--- src/rtl/agex_hazard_ctrl.sv ---
// AGEX issue controller: RAW countdown scoreboard, redirect flush sequencing and stall/flush counters.
// Optional write-back bypass is enabled by defining AGEX_HAZARD_WB_BYPASS_EN.
module agex_hazard_ctrl #(
  parameter int REGNOBITS    = 5,
  parameter int DEPTH        = 3,
  parameter int FLUSH_CYCLES = 1
) (
  input  logic                 clk,
  input  logic                 reset,
  input  logic                 de_valid,
  input  logic [REGNOBITS-1:0] de_rs1,
  input  logic [REGNOBITS-1:0] de_rs2,
  input  logic                 de_rs1_used,
  input  logic                 de_rs2_used,
  input  logic [REGNOBITS-1:0] de_rd,
  input  logic                 de_wr_reg,
  input  logic                 agex_br_taken,
  output logic                 issue,
  output logic                 stall_de,
  output logic                 flush_de,
  output logic                 flush_fe,
  output logic [31:0]          stall_cnt,
  output logic [15:0]          flush_cnt
);

  localparam int         NREGS      = 1 << REGNOBITS;
  localparam logic [1:0] DEPTH_V    = 2'(DEPTH);
  localparam logic [1:0] FLUSH_V    = 2'(FLUSH_CYCLES);
  localparam bit         HAS_SQUASH = (FLUSH_CYCLES != 0);

  typedef enum logic [0:0] {IDLE = 1'b0, SQUASH = 1'b1} state_t;

  state_t     state;
  logic [1:0] fcnt;
  logic [1:0] sb [NREGS];
  logic       hazard;
  logic       redirect;

  function automatic logic busy(input logic [1:0] v);
`ifdef AGEX_HAZARD_WB_BYPASS_EN
    // A count of 1 means WB writes the regfile early enough for DE to read it.
    return (v > 2'd1);
`else
    return (v != 2'd0);
`endif
  endfunction

  assign hazard = (de_rs1_used && (de_rs1 != '0) && busy(sb[de_rs1])) ||
                  (de_rs2_used && (de_rs2 != '0) && busy(sb[de_rs2]));

  assign redirect = reset && (state == IDLE) && agex_br_taken;

  // Issue/stall/flush decode from current state and DE inputs.
  always_comb begin
    issue    = 1'b0;
    stall_de = 1'b0;
    flush_de = 1'b1;
    flush_fe = 1'b0;
    if (!reset) begin
      issue = 1'b0;
    end else begin
      case (state)
        IDLE: begin
          if (agex_br_taken) begin
            flush_fe = 1'b1;
          end else if (de_valid && hazard) begin
            stall_de = 1'b1;
          end else if (de_valid) begin
            issue    = 1'b1;
            flush_de = 1'b0;
          end else begin
            flush_de = 1'b1;
          end
        end
        SQUASH: begin
          flush_de = 1'b1;
        end
        default: begin
          flush_de = 1'b1;
        end
      endcase
    end
  end

  // Flush sequencer.
  always_ff @(posedge clk) begin
    if (!reset) begin
      state <= IDLE;
      fcnt  <= 2'd0;
    end else begin
      case (state)
        IDLE: begin
          if (redirect && HAS_SQUASH) begin
            state <= SQUASH;
            fcnt  <= FLUSH_V;
          end else begin
            state <= IDLE;
            fcnt  <= fcnt;
          end
        end
        SQUASH: begin
          fcnt <= fcnt - 2'd1;
          if (fcnt <= 2'd1) begin
            state <= IDLE;
          end else begin
            state <= SQUASH;
          end
        end
        default: begin
          state <= IDLE;
          fcnt  <= 2'd0;
        end
      endcase
    end
  end

  // Scoreboard: a new producer reload wins over the per-cycle countdown.
  always_ff @(posedge clk) begin
    for (int r = 0; r < NREGS; r++) begin
      if (!reset || (r == 0)) begin
        sb[r] <= 2'd0;
      end else if (issue && de_wr_reg && (de_rd == REGNOBITS'(r))) begin
        sb[r] <= DEPTH_V;
      end else if (sb[r] != 2'd0) begin
        sb[r] <= sb[r] - 2'd1;
      end else begin
        sb[r] <= sb[r];
      end
    end
  end

  // Saturating performance counters.
  always_ff @(posedge clk) begin
    if (!reset) begin
      stall_cnt <= 32'd0;
      flush_cnt <= 16'd0;
    end else begin
      if (stall_de && (stall_cnt != 32'hFFFF_FFFF)) begin
        stall_cnt <= stall_cnt + 32'd1;
      end else begin
        stall_cnt <= stall_cnt;
      end
      if (redirect && (flush_cnt != 16'hFFFF)) begin
        flush_cnt <= flush_cnt + 16'd1;
      end else begin
        flush_cnt <= flush_cnt;
      end
    end
  end

endmodule

--- config.mk ---
export PLATFORM = sky130hd
export DESIGN_NAME = agex_hazard_ctrl
export DESIGN_NICKNAME = d
export VERILOG_FILES = /design/src/rtl/agex_hazard_ctrl.sv
export SDC_FILE = /design/constraint.sdc
export NUM_CORES = 1
export LEC_CHECK = 0
export ABC_CLOCK_PERIOD_IN_PS = 6100
export CORE_ASPECT_RATIO = 1.1
export CORE_MARGIN = 2
export CORE_UTILIZATION = 30
export DETAILED_ROUTE_END_ITERATION = 6
export DONT_BUFFER_PORTS = 1
export MAX_ROUTING_LAYER = met4
export PLACE_DENSITY = 0.48
export SYNTH_ARGS = -nofsm -noshare
export SYNTH_HDL_FRONTEND = slang
export SYNTH_SLANG_ARGS = --single-unit
--- constraint.sdc ---
create_clock -name clk -period 6.1 [get_ports clk]
set_clock_uncertainty 0.05 [all_clocks]
set_input_delay 1.22 -clock clk [delete_from_list [all_inputs] [get_ports clk]]
set_output_delay 1.22 -clock clk [all_outputs]
set_load 0.02 [all_outputs]
After elaboration in Yosys (flattened, before gate mapping)
Memory sizes are Yosys's and may differ from the RTL's.
Index checks and enable logic that the tools add are counted.
- memories: 1
- output and inout port bits: 52
- bits in writable memories: 64
- bits in registers: 51
- muxes and demuxes: 457
- bitwise gates (word level): 94
- $lt $le $gt $ge: 1
- eq/ne operators: 34
- add/subtract/negate cells: 34
- reduce and logical (&&, ||, !) cells: 77
- memory list (memory ; depth ; bits a word ; read ports ; clocked after Yosys merged registers in ; wr ports ; line ; RTL):
    sb ; 32 ; 2 ; 33 ; 0 ; 32 ; 35 ; logic [1:0] sb [NREGS];
- operator list (operator ; count):
    two-way mux 1 bit ; 360
    two-way mux 2 bit ; 94
    OR 1 bit ; 93
    == test 5 bit, second input constant ; 16
    nonzero test 2 bit ; 33
    subtractor 2 x 1 -> 2 bit, second input constant ; 32
    logical AND 1 bit ; 41
    == test 5 x 4 -> 1 bit, second input constant ; 8
    adder 32 x 1 -> 32 bit, second input constant ; 1
    != test 32 bit, second input constant ; 1
    == test 5 x 3 -> 1 bit, second input constant ; 4
    adder 16 x 1 -> 16 bit, second input constant ; 1
    != test 16 bit, second input constant ; 1
    == test 5 x 2 -> 1 bit, second input constant ; 2
    nonzero test 5 bit ; 2
    == test 5 x 1 -> 1 bit, second input constant ; 1
    one-hot mux 1 bit (2 select lines) ; 2
    one-hot mux 2 bit (2 select lines) ; 1
    <= comparator 2 x 1 -> 1 bit, second input constant ; 1
    != test 2 bit, second input constant ; 1
    logical OR 1 bit ; 1
    inverter 1 bit ; 1

Longest topological paths before layout
- depth after elaboration: 17
- depth in mapped cells: 13
- gate-level depth less buffers: 9

Least setup slack after synthesis
No wires, ideal clock.
- kind: input-to-output
- from: in de_rs1[0]
- to: out stall_de
- cell stages on the path: 9
- data required time: 4.830 ns
- path buffers: 2
- setup slack: 1.874 ns
- arrival: 2.956 ns
- path through: buf_4 -> and4bb_2 -> a2111oi_0 -> a2111oi_0 -> a41oi_1 -> a32oi_2 -> or2_2 -> clkbuf_1 -> inv_1
- cells in the longest elaborated chain, start to end: 9
- elaborated cells on any way between the ends: 11
- those cells by class: 4 x mux; 6 x reduce/logical; 1 x memory
- ends and longest elaborated chain (element ; line ; RTL):
    from (decl) ; 11 ; input logic [REGNOBITS-1:0] de_rs1,
    memory (32 x 2 bit) / nonzero test 5 bit (equally long branches) ; n/a ;
    nonzero test 2 bit / logical AND 1 bit (equally long branches) ; 44, 48 ;
    logical AND 1 bit (*) ; 48 ; assign hazard = (de_rs1_used && (de_rs1 != '0) && busy(sb[de_rs1])) ||
    logical OR 1 bit (*) ; 48 ;
    logical AND 1 bit (*) ; 66 ; end else if (de_valid && hazard) begin
    two-way mux 1 bit (*) ; 66 ;
    two-way mux 1 bit (*) ; 64 ; if (agex_br_taken) begin
    two-way mux 1 bit (*) ; 62 ; case (state)
    two-way mux 1 bit (*) ; 59 ; if (!reset) begin
    to (decl) ; 19 ; output logic stall_de,
Mark *: on every way between the ends. The rest lies on a longest branch, timed or not.

Worst setup path in the final report
- from: in de_rs1[1]
- to: out issue
- cells in the longest elaborated chain, start to end: 9
- elaborated cells on any way between the ends: 11
- those cells by class: 4 x mux; 6 x reduce/logical; 1 x memory
- ends and longest elaborated chain (element ; line ; RTL):
    memory (32 x 2 bit) / nonzero test 5 bit (equally long branches) ; n/a ;
    nonzero test 2 bit / logical AND 1 bit (equally long branches) ; 44, 48 ;
    logical AND 1 bit (*) ; 48 ;
    logical OR 1 bit (*) ; 48 ;
    logical AND 1 bit (*) ; 66 ;
    two-way mux 1 bit (*) ; 66 ;
    two-way mux 1 bit (*) ; 64 ;
    two-way mux 1 bit (*) ; 62 ;
    two-way mux 1 bit (*) ; 59 ;
    to (decl) ; 18 ; output logic issue,
Marked as above.

==> impl_metrics.ini <==
[floorplanning]
fp.dieArea_mm2 = 0.02369
die_x_um = 146.9
core_mm2 = 0.02211
die_h_um = 161.2
row_count = 57
start_util_pct = 30.49
ios = 74

[cts]
cts_root_buf = clkbuf_16
insertion_delay_ns = 0.41
cts_setup_buffers = 0
clock_path_buffers = 2
ctsHoldBuffers = 0
cts_sinks = 113
cts_resized = 0
cts_buffers = 17
h-tree-depth = 4
cts_tree = yes
path_clk_slew_ns = 0.06

[timing]
fin_crit_sh_pct = 72.11
slew_viol_final = 0
max-slew-margin-rel_pct = 41.87
setup_viol = 0
fin_tns_setup_ns = 0
fin_crit_ns = 4.399
finalHoldViolCount = 0
timing.fmax_ghz = 0.2273
tightest_slew_ns = 0.8720
rsz0062_at_grt = false
fin_ws_ns = 1.701

[power]
power.switching_uw = 956.4
sequentialPowerShare_pct = 41.9
irDropWorstVdd_mv = 0.2073
p_leak_uw = 0.002695
power_frac_clock_pct = 33.4
p_int_uw = 1990
swShare_pct = 32.46
power_density_mw_per_mm2 = 392.6
pwr-share-comb_pct = 24.7

[setup_path]
cp_top_family = compound AO/OA/AOI/OAI gates
path_max_fanout = 27
cp-start-kind = input pin
slowest_stage = a2111oi_0
reg2reg_from = sb[5][1]
setup.worst_path.start = de_rs1[1]
worst-setup-path-type = in -> out
arrival_ns = 3.13
endpoint_kind = primary output
cp_num_buf_inv = 2
worstPathCellList = nor4b_1, a311oi_1, a2111oi_0, a41oi_1, a32oi_2, buf_4, nand2b_2, inv_1
crit_required_ns = 4.83
slowest_delay_ns = 0.43

[final_layout]
multi_input_area_mm2 = 0.003372
syn_to_final_growth_pct = 11.30
nFillCells = 2329
antenna_cells = 0
seq_area_mm2 = 0.002883
nets = 771
drive_gt1_share_pct = 6.044

[synthesis]
synth_largest_area_cell = edfxtp_1
synthCells = 736
synth_xor_area_share_pct = 3.638
yosysMostFrequentCell = inv_1
yosys_warnings = 0
synth_compound_area_share_pct = 15.87
synth_cell_types = 57
synth-main-ff-cell = edfxtp_1
ys_seq_area_share_pct = 42.76
synthSimpleGateAreaFrac_pct = 22.42
synth_edf_count = 62
synth_top_family_by_area = simple AND/OR/NAND/NOR gates
ys_ff_latch = 113
async_flop_share_pct = 0
synthMuxAreaShare_pct = 1.782
synth-adder-area-share_pct = 6.310
avgSynthCellArea_um2 = 9.160
synth_top_area_share_pct = 27.62
synth_area_leaders = edfxtp_1 28%, dfxtp_1 15%, ha_1 6.3%, o22ai_1 4.6%, inv_1 4.2%
syn_area_mm2 = 0.006741
syn-num-nets = 792
synth_common_cells = 75 x inv_1, 62 x edfxtp_1, 51 x dfxtp_1, 51 x nor2_1, 50 x o22ai_1

[route]
wl_met2_um = 8504
dr.pass1.iters = 5
drcViolationCount = 0
dr.max_layer_used = met4
ant_nets = 0
drt-met1-wl_um = 7564
drtIter0Drc = 363
routedWlPerCell_um = 17.24
viasPerCell = 5.398
dr_wl_met3_um = 1358
vias = 5522
wirelength_um = 17640

[placed_design]
dp_hpwl_um = 12740
place_congestion = 0.8368
post-place-ws_ns = 1.667
io_buffers = 0

[global_routing]
grt_first_pass_wirelength_um = 29570
first_global_vias = 5760
grt.total_usage_pct = 15.95
grt_overflow_total = 0
grt_max_degree = 94
antenna_found_initial = 0

[worst_hold_path]
hp-start = fcnt[1]
min_path_type = reg -> reg

[run_status]
outcome = complete, no violations

[run]
drv_cap = 0
## state kept, by name (all words and copies together) (netlist names)
| name | cells |
|---|---|
| fcnt | 2 |
| flush_cnt | 16 |
| sb | 62 |
| stall_cnt | 32 |
| state | 1 |
## power groups by stage
stage / clock network, uW / registers [uW] / logic [uW]
after floorplan: 0 / 1180 / 595
after global placement: 0 / 1250 / 669
after detailed placement: 0 / 1250 / 723
after CTS: 1010 / 1240 / 729
after global routing: 1050 / 1260 / 846
final: 984 / 1230 / 728
## cells by family after synthesis
group | Yosys count
compound gates | 152
xor+xnor | 28
fa+ha+maj | 34
buf+inv | 118
flops | 113
mux | 12
simple gates | 279
## cell usage in the layout (no fill, tap or decap), types with 10 or more instances in the layout
cell type / synthesis / final
nand2_1: 36 / 36
nor3_1: 35 / 35
or3_1: 10 / 10
nand2b_1: 43 / 43
nor2_1: 51 / 51
dfxtp_1: 51 / 51
inv_1: 75 / 75
o22ai_1: 50 / 50
ha_1: 34 / 34
edfxtp_1: 62 / 62
xnor2_1: 19 / 19
clkbuf_16: 0 / 17
nand3_1: 32 / 32
o21ai_0: 16 / 16
nor4_1: 12 / 12
mux2i_1: 12 / 12
o211ai_1: 24 / 24
and3_1: 10 / 10
## worst paths after layout
kind | slack, ns | depth (start not counted) | to
max | 1.70 | 8 | issue
min | 0.45 | 2 | state
max reg2reg | 2.41 | 9 | sb[4][1]
min reg2reg | 0.45 | 2 | state
## tightest hold or removal path, delay by kind of cell (launching register included)
kind / cells / cell delay (ns)
AO/OA/AOI/OAI: 1 / 0.06
flip-flops: 1 / 0.31
AND/OR/NAND/NOR: 1 / 0.08
## layout make-up
class                      instances  share of cell area, %
inverter                          76                  3.802
clock buffer                      18                  5.853
multi-input combinational        505                  44.94
tap                              295                  4.919
sequential                       113                  38.42
clock inverter                    14                  1.868
timing repair buffer               2                 0.2001
## metal layers
layer,up-vias,track usage (%)
li1,2684,-
met1,2674,18.91
met2,150,25.78
met3,14,5.367
met4,0,4.851
met5,-,-
## stage by stage
stage	utilization [%]	power [uW]	cell area, um2	instances	hold slack (ns)
2_1_floorplan	-	1778	6741	736	0.3982
3_3_place_gp	31.32	1915	6924	991	0.4110
3_5_place_dp	31.32	1975	6924	991	0.4343
4_1_cts	33.94	2976	7503	1023	0.4491
5_1_grt	33.94	3157	7503	1023	0.4718
6_report	33.94	2946	7503	1023	0.4455
Note: power is estimated with default switching activity, not from simulation.
